File: src/rtl/inst_fetch_queue.sv
// inst_fetch_queue: prefetching IF stage with a DEPTH-entry fetch FIFO.
// Ports: Clk/Rst; InstReq/InstAddr request; InstValid/Instruction response;
// Redirect/RedirectAddr branch; Stall from ID; *_id head outputs; Count/Full/Empty.
module inst_fetch_queue #(
  parameter int WIDTH = 32,
  parameter int ADDR_WIDTH = 32,
  parameter int DEPTH = 4,
  parameter logic [ADDR_WIDTH-1:0] RESET_PC = '0,
  parameter int PC_INC = 4,
  parameter int CNT_W = $clog2(DEPTH + 1)
) (
  input  logic                  Clk,
  input  logic                  Rst,
  output logic                  InstReq,
  output logic [ADDR_WIDTH-1:0] InstAddr,
  input  logic                  InstValid,
  input  logic [WIDTH-1:0]      Instruction,
  input  logic                  Redirect,
  input  logic [ADDR_WIDTH-1:0] RedirectAddr,
  input  logic                  Stall,
  output logic                  Valid_id,
  output logic [WIDTH-1:0]      Instruction_id,
  output logic [ADDR_WIDTH-1:0] PcAdderOut_id,
  output logic [CNT_W-1:0]      Count,
  output logic                  Full,
  output logic                  Empty
);

  localparam int PW = $clog2(DEPTH);

  logic [ADDR_WIDTH-1:0] pc_q, pc_d;
  logic [PW-1:0]         wr_q, wr_d;
  logic [PW-1:0]         rd_q, rd_d;
  logic [PW-1:0]         tw_q, tw_d;
  logic [PW-1:0]         tr_q, tr_d;
  logic [CNT_W-1:0]      count_q, count_d;
  logic [CNT_W-1:0]      outst_q, outst_d;
  logic [CNT_W-1:0]      drop_q, drop_d;
  logic [WIDTH-1:0]      inst_q, inst_d;
  logic [ADDR_WIDTH-1:0] pcid_q, pcid_d;

  logic [WIDTH-1:0]      dmem_q [DEPTH];
  logic [ADDR_WIDTH-1:0] fmem_q [DEPTH];
  logic [ADDR_WIDTH-1:0] tag_q  [DEPTH];

  logic [CNT_W:0]        credit;
  logic                  issue;
  logic                  dropping;
  logic                  push;
  logic                  pop;
  logic [ADDR_WIDTH-1:0] pc_next;

  assign pc_next  = pc_q + ADDR_WIDTH'(PC_INC);
  // FIFO entries plus in-flight words may never exceed DEPTH,
  // so a returning word always finds a free slot.
  assign credit   = {1'b0, count_q} + {1'b0, outst_q};
  assign issue    = !Rst && !Redirect
                  && (credit < (CNT_W+1)'(DEPTH));
  assign dropping = InstValid && (drop_q != '0);
  assign push     = InstValid && !dropping
                  && !Redirect && !Rst;
  assign pop      = (count_q != '0) && !Stall
                  && !Redirect;

  assign InstReq        = issue;
  assign InstAddr       = pc_q;
  assign Valid_id       = (count_q != '0);
  assign Empty          = (count_q == '0);
  assign Full           = (count_q == CNT_W'(DEPTH));
  assign Count          = count_q;
  assign Instruction_id = inst_q;
  assign PcAdderOut_id  = pcid_q;

  always_comb begin
    pc_d    = pc_q;
    wr_d    = wr_q;
    rd_d    = rd_q;
    tw_d    = tw_q;
    tr_d    = tr_q;
    count_d = count_q;
    outst_d = outst_q;
    drop_d  = drop_q;
    inst_d  = inst_q;
    pcid_d  = pcid_q;

    if (issue) begin
      pc_d = pc_next;
      tw_d = tw_q + PW'(1);
    end
    // every response, kept or dropped, consumes one tag
    if (InstValid) tr_d = tr_q + PW'(1);

    if (Redirect) begin
      pc_d    = RedirectAddr;
      count_d = '0;
      wr_d    = '0;
      rd_d    = '0;
      // the word arriving now is discarded with the rest
      outst_d = outst_q - CNT_W'(InstValid);
      drop_d  = outst_q - CNT_W'(InstValid);
    end else begin
      outst_d = outst_q + CNT_W'(issue)
              - CNT_W'(InstValid);
      if (dropping) drop_d = drop_q - CNT_W'(1);
      if (push) wr_d = wr_q + PW'(1);
      if (pop) rd_d = rd_q + PW'(1);
      count_d = count_q + CNT_W'(push)
              - CNT_W'(pop);
    end

    // register the next head; a word pushed into an
    // otherwise empty slot comes straight from the port
    if (!Redirect && count_d != '0) begin
      if (push && wr_q == rd_d) begin
        inst_d = Instruction;
        pcid_d = tag_q[tr_q];
      end else begin
        inst_d = dmem_q[rd_d];
        pcid_d = fmem_q[rd_d];
      end
    end
  end

  always_ff @(posedge Clk) begin
    if (Rst) begin
      pc_q    <= RESET_PC;
      wr_q    <= '0;
      rd_q    <= '0;
      tw_q    <= '0;
      tr_q    <= '0;
      count_q <= '0;
      outst_q <= '0;
      drop_q  <= '0;
      inst_q  <= '0;
      pcid_q  <= '0;
    end else begin
      pc_q    <= pc_d;
      wr_q    <= wr_d;
      rd_q    <= rd_d;
      tw_q    <= tw_d;
      tr_q    <= tr_d;
      count_q <= count_d;
      outst_q <= outst_d;
      drop_q  <= drop_d;
      inst_q  <= inst_d;
      pcid_q  <= pcid_d;
    end
  end

  always_ff @(posedge Clk) begin
    if (issue) tag_q[tw_q] <= pc_next;
    if (push) begin
      dmem_q[wr_q] <= Instruction;
      fmem_q[wr_q] <= tag_q[tr_q];
    end
  end

endmodule
File: config.mk
export PLATFORM = sky130hd
export DESIGN_NAME = inst_fetch_queue
export DESIGN_NICKNAME = d
export VERILOG_FILES = /design/src/rtl/inst_fetch_queue.sv
export SDC_FILE = /design/constraint.sdc
export NUM_CORES = 1
export LEC_CHECK = 0
export BUFFER_PORTS_ARGS = -buffer_cell sky130_fd_sc_hd__buf_2
export CAP_MARGIN = 5
export CORE_UTILIZATION = 35
export CTS_BUF_LIST = sky130_fd_sc_hd__clkbuf_8
export CTS_CLUSTER_DIAMETER = 40
export DETAILED_ROUTE_END_ITERATION = 12
export PLACE_DENSITY_LB_ADDON = 0.05
export SYNTH_ARGS = -nofsm -noshare
export SYNTH_HDL_FRONTEND = slang
export SYNTH_SLANG_ARGS = --single-unit
File: constraint.sdc
create_clock -name Clk -period 3.8 [get_ports Clk]
set_input_delay 0.38 -clock Clk [delete_from_list [all_inputs] [get_ports Clk]]
set_output_delay 0.38 -clock Clk [all_outputs]
set_load 0.1 [all_outputs]
## Yosys cells after proc, flatten, opt, wreduce, memory -nomap -nowiden

Memory sizes are Yosys's and may differ from the RTL's. A register that Yosys moved wholly into a read port is not among the register bits.
Cells that the tools add are included.

- RAM bits: 384
- Word-level logic and storage cells: 59
- Memories kept: 3
- Bits in registers: 49

Memories:

| memory | words | bits a word | read ports | clocked after Yosys merged registers in | wr ports | line | text |
|---|---|---|---|---|---|---|---|
| dmem_q | 4 | 32 | 1 | 1 | 1 | 42 | `logic [WIDTH-1:0] dmem_q [DEPTH];` |
| fmem_q | 4 | 32 | 1 | 1 | 1 | 43 | `logic [ADDR_WIDTH-1:0] fmem_q [DEPTH];` |
| tag_q | 4 | 32 | 1 | 1 | 1 | 44 | `logic [ADDR_WIDTH-1:0] tag_q [DEPTH];` |

- $lt $le $gt $ge: 1
- Reductions and logical operators: 20
- Equal/unequal tests: 1
- Mux-type cells: 14
- Add/subtract/negate cells: 12

Operators with widths:

| kind | count |
|---|---|
| 32-bit two-way mux | 2 |
| 32-bit by 3-bit adder with 32-bit output, second input constant | 1 |
| 3-bit two-way mux | 4 |
| 1-bit logical AND | 9 |
| 3-bit nonzero test | 3 |
| 3-bit by 1-bit subtractor with 3-bit output | 3 |
| 2-bit by 1-bit adder with 2-bit output, second input constant | 4 |
| 2-bit two-way mux | 4 |
| 3-bit by 1-bit adder with 3-bit output | 2 |
| 3-bit by 3-bit adder with 4-bit output | 1 |
| 1-bit logical NOT | 4 |
| 4-bit by 3-bit less-than comparator with 1-bit output, second input constant | 1 |
| 1-bit two-way mux | 4 |
| 2-bit nonzero test | 2 |
| 3-bit == test, second input constant | 1 |
| 3-bit logical NOT | 1 |
| 3-bit by 1-bit subtractor with 3-bit output, second input constant | 1 |
| 2-bit OR reduction | 1 |

## Longest topological paths before layout

- Depth in word-level cells: 11
- Gate-level depth with buffers: 17
- Gate-level depth less buffers: 15

## Least setup slack after synthesis

OpenSTA, ideal clock, no wires.

- Kind: reg2reg
- Start point: register count_q[2], in the netlist Count[2]
- End point: memory tag_q[1][0] (enable)
- Clock period less this slack: 4.434 ns
- Data arrival time: 4.042 ns
- Cell stages (with the launch flop): 7
- Setup time: 0.392 ns
- Slack: -0.634 ns
- Path through: dfxtp_1 ha_1 nor3_1 nand3_1 inv_2 clkbuf_1 and2_1

- Word-level cells in the longest chain between the ends: 5

RTL lines:

| what | line | text |
|---|---|---|
| from (decl) | 36 | `logic [CNT_W-1:0] count_q, count_d;` |
| from (signal assigned) | 142 | `count_q <= count_d;` |
| 3-bit by 3-bit adder with 4-bit output | 56 | `assign credit = {1'b0, count_q} + {1'b0, outst_q};` |
| 4-bit by 3-bit less-than comparator with 1-bit output | 58 | `&& (credit < (CNT_W+1)'(DEPTH));` |
| 1-bit logical AND | 58 |  |
| via InstReq | 14 | `output logic InstReq,` |
| 1-bit two-way mux | 151 | `if (issue) tag_q[tw_q] <= pc_next;` |
| 1-bit two-way mux (implied by the code) | 151 |  |
| to (decl) | 44 |  |

The timed path passes the listed nets, and every way through them passes these cells.

## Final worst setup path

- Start point: register drop_q[0]
- End point: register inst_q[11], in the netlist Instruction_id[11], read port of dmem_q

- Word-level cells in the longest chain between the ends: 11

RTL lines:

| what | line | text |
|---|---|---|
| from (decl) | 38 | `logic [CNT_W-1:0] drop_q, drop_d;` |
| from (signal assigned) | 144 | `drop_q <= drop_d;` |
| 3-bit nonzero test | 59 | `assign dropping = InstValid && (drop_q != '0);` |
| 1-bit logical AND | 59 |  |
| 1-bit logical NOT | 60 | `assign push = InstValid && !dropping` |
| 1-bit logical AND | 60 |  |
| 1-bit logical AND (2 in series) | 61 | `&& !Redirect && !Rst;` |
| 3-bit by 1-bit adder with 3-bit output | 107 | `count_d = count_q + CNT_W'(push)` |
| 3-bit by 1-bit subtractor with 3-bit output | 108 | `- CNT_W'(pop);` |
| 3-bit two-way mux | 93 | `if (Redirect) begin` |
| 3-bit nonzero test | 113 | `if (!Redirect && count_d != '0) begin` |
| 1-bit logical AND | 113 |  |
| to (decl) | 39 | `logic [WIDTH-1:0] inst_q, inst_d;` |

No other way between the ends.
A chain may end at the register's enable or synchronous reset.

==> Implementation_results.wiki <==
{| class="wikitable"
! Metric !! Value
|-
| Status || completed
|-
| Rel. slew slack || 20.22%
|-
| Post-synthesis average cell area || 13.99 sq um
|-
| Via count of the first global-routing pass || 14391
|-
| Total via count in the routed design || 13864
|-
| Number of remaining DRC errors || 0
|-
| Cell-by-cell trace of the critical path || inv_1, ha_1, nand3b_1, nor2_1, inv_2, ha_1, inv_1, ha_1, inv_1, fa_1, nor2b_1, a21oi_4, nor2_2, a32oi_1, o31ai_2
|-
| Cell area after placement || 0.02268 sq mm
|-
| Most instantiated flip-flop cell in the synthesis netlist || edfxtp_1
|-
| Reg2reg setup slack || 240 ps
|-
| Top post-synthesis cells by count || edfxtp_1, dfxtp_1, clkbuf_1, a21oi_1, and2_1
|-
| Setup Buffers After CTS || 0
|-
| Horizontal die dimension || 245.8 um
|-
| Power density over the cells || 512.0 mW/mm^2
|-
| Net total in the final layout || 1828
|-
| Pin count of the biggest net entering global routing || 184
|-
| Design Area, Final || 0.02523 sq mm
|-
| Library cell with the largest summed area after synthesis || edfxtp_1
|-
| Final clock skew || 31.29 ps
|-
| Fin crit share || 93.78%
|-
| Unrepaired setup endpoints after global routing || true
|-
| Number of nets with antenna violations after detailed routing || 0
|-
| Number of vias per cell || 5.347
|-
| Required time of the worst setup path || 4390 ps
|-
| Placed cells || 2350
|-
| Leakage dissipation || 8.739 nW
|-
| Critical path type || flip-flop to flip-flop
|-
| Setup slack of the critical path after layout || 236.5 ps
|-
| Post-synthesis register bit count || 499
|-
| Effective utilization at floorplan || 35.32%
|-
| Buffer cell driving the clock tree root || clkbuf_8
|-
| Row Count || 89
|-
| HPWL after DPL || 31700 um
|-
| Shortest clock period the worst path allows after layout || 3564 ps
|-
| Post-route insts no fill || 2593
|-
| Origin of the critical flop-to-flop path || drop_q[0]
|-
| Initial antenna violation count || 1
|-
| Setup crit start kind || flip-flop
|-
| CP startpoint || drop_q[0]
|-
| Sinks on the clock net || 499
|-
| Number of standard cells after synthesis || 1487
|-
| Pre-Repair DR Iteration Count || 7
|-
| Worst-Margin Slew || 1197 ps
|-
| Min-delay src || RedirectAddr[28]
|-
| Element type at the critical path end || flip-flop
|-
| Share of the synthesized area in the top cell type || 55.42%
|-
| Wire per inst || 23.05 um
|-
| Wire length of the first global-routing pass || 90000 um
|-
| Drt initial violations || 703
|-
| Core region area || 0.05891 sq mm
|-
| Die Outline Area || 0.06043 sq mm
|-
| Longest individual stage delay on the worst path || 840 ps
|-
| Final wirelength || 59760 um
|-
| Max rail drop VDD || 0.2402 mV
|-
| Clock tree from TritonCTS || yes
|-
| Sequential cell area fraction in the yosys report || 66.49%
|-
| Number of placed I/O pins || 172
|-
| Count of max-cap constraint violations || 0
|-
| Number of unique standard cell types used by synthesis || 64
|-
| Share of final-layout standard cells stronger than drive strength 1 || 23.80%
|-
| Post-Syn Nets || 1577
|-
| H-tree levels || 3
|-
| Number of setup violations in the final report || 0
|-
| Number of clock buffers inserted by TritonCTS || 99
|-
| Last weighted congestion value of the routability-driven placer || 0.7676
|-
| Number of warnings issued by yosys || 0
|-
| Reg clk slew, reported paths || 50 ps
|-
| Gr usage total || 19.79%
|-
| Final Max Slew Viols || 0
|-
| Maximum buffer depth of the clock tree || 3
|-
| Number of enable flip-flop cells after synthesis || 384
|-
| Area contributors post-synth || edfxtp_1, dfxtp_1, mux4_2, a221oi_1, a211o_1
|-
| Clk Latency, worst-skew pair || 680 ps
|-
| Maximum fanout along the worst path || 15
|-
| Fraction of registers with async set/reset || 0%
|-
| Most frequent cell after synthesis || edfxtp_1
|-
| Arrival time at the worst endpoint || 4150 ps
|-
| Total standard cell area after synthesis || 0.02081 sq mm
|-
| Maximum clock frequency || 280.6 MHz
|-
| Remaining global-route overflow || 0
|-
| Pre-CTS worst setup slack || 32.68 ps
|-
| Vertical extent of the die || 245.8 um
|-
| Count of input and output buffers || 171
|-
| Hold violation total from the final report || 0
|-
| Worst Hold Class || input port to flip-flop
|-
| Area Growth Syn to Fin || 21.27%
|-
| Max stage delay cell, worst path || nor2_2
|}
cells by family after synthesis:
kind of cell / Yosys count / synth area share, %
xor+xnor: 38 / 1.702
mux: 36 / 3.656
flops: 499 / 66.49
compound gates: 404 / 14.60
simple gates: 335 / 9.020
buf+inv: 154 / 3.205
fa+ha+maj: 21 / 1.335
final cells by class:
| type | instances | area [sq um] |
|---|---|---|
| clock inverters | 71 | 420.4 |
| well taps | 773 | 967.2 |
| diodes | 1 | 2.502 |
| flip-flops and latches | 499 | 13840 |
| multi-input cells | 835 | 6416 |
| repair buffers | 274 | 1948 |
| clock buffers | 111 | 1528 |
| fillers | 5467 | 33680 |
| inverters | 29 | 111.4 |
layer usage:
layer  share of wire (%)  global-route usage [%]  vias to the layer above
met3                 4.5                   3.951                       98
met1                  46                   25.60                     7030
met2                  48                   32.92                      352
li1                    -                       -                     6384
met4                 2.3                   6.814                        0
met5                   0                       0                        -
power breakdown:
| part | switching (mW) | leakage [nW] | internal [mW] |
|---|---|---|---|
| logic | 1.05 | 3.21 | 0.388 |
| clock network | 2.34 | 1.10 | 2.95 |
| registers | 0.107 | 4.43 | 6.09 |
worst max-delay path: cells and delay by family (launching register included):
kind | cells | cell delay [ps]
flip-flops | 1 | 320
buffers and inverters | 4 | 240
AO/OA/AOI/OAI | 3 | 400
adder cells (fa/ha/maj) | 4 | 1090
AND/OR/NAND/NOR | 4 | 1440
per-stage QoR:
| step | total power, mW | TNS, ps | hold slack, ps | utilization [%] |
|---|---|---|---|---|
| final | 12.92 | 0 | 64.89 | 42.83 |
| after global routing | 13.45 | -14.86 | 17.33 | 42.83 |
| after CTS | 13.09 | 0 | 3.373 | 42.81 |
| after detailed placement | 7.709 | 0 | 452.3 | 38.50 |
| after global placement | 7.694 | 0 | 442.4 | 38.50 |
| after floorplan | 7.259 | 0 | 469.2 | - |
cells in the final DEF (no fill, tap or decap), types with 6 or more instances in the layout:
| cell | Yosys | final |
|---|---|---|
| dfxtp_1 | 115 | 111 |
| mux4_2 | 32 | 32 |
| o31ai_1 | 32 | 32 |
| ha_1 | 19 | 19 |
| nor3b_1 | 26 | 26 |
| xnor2_1 | 25 | 25 |
| buf_12 | 0 | 13 |
| clkinv_2 | 0 | 16 |
| and3_1 | 7 | 7 |
| o311ai_0 | 6 | 6 |
| a221oi_1 | 52 | 52 |
| o211ai_1 | 10 | 10 |
| a211o_1 | 51 | 51 |
| a31oi_1 | 37 | 37 |
| and2_1 | 61 | 57 |
| a21oi_1 | 74 | 72 |
| clkinv_1 | 1 | 18 |
| o221ai_1 | 6 | 6 |
| dlygate4sd3_1 | 0 | 59 |
| nor3_1 | 10 | 10 |
| a211oi_1 | 16 | 15 |
| nand4_1 | 21 | 21 |
| edfxtp_1 | 384 | 384 |
| o21ai_0 | 37 | 37 |
| inv_1 | 25 | 52 |
| a32oi_1 | 29 | 29 |
| or3_1 | 7 | 7 |
| clkbuf_8 | 0 | 111 |
| o31ai_2 | 20 | 20 |
| xor2_1 | 11 | 11 |
| nor2_1 | 39 | 37 |
| nor2b_1 | 52 | 52 |
| buf_4 | 3 | 32 |
| buf_2 | 20 | 169 |
| a22oi_1 | 8 | 8 |
| a32o_1 | 13 | 13 |
| nand3_1 | 33 | 33 |
| nand2_1 | 55 | 54 |
sequential cells by signal, indices dropped and copies added (netlist names), 32 cells and up, named ones only:
name,cells
Instruction_id,32
fmem_q,128
tag_q,128
InstAddr,32
dmem_q,128
PcAdderOut_id,32
what timing repair did:
action | in CTS | in global routing
setup endpoints to repair | 0 | 9
hold buffers | 59 | 0
resized for setup | 0 | 1
hold endpoints to repair | 155 | 0
path summary, 6_finish.rpt:
path	endpoint	depth (start not counted)
worst max register to register	Instruction_id[11]	15
worst min register to register	Instruction_id[3]	2
worst max-delay path	Instruction_id[11]	15
worst min-delay path	InstAddr[28]	4
Power figures use the tool's default switching activity.
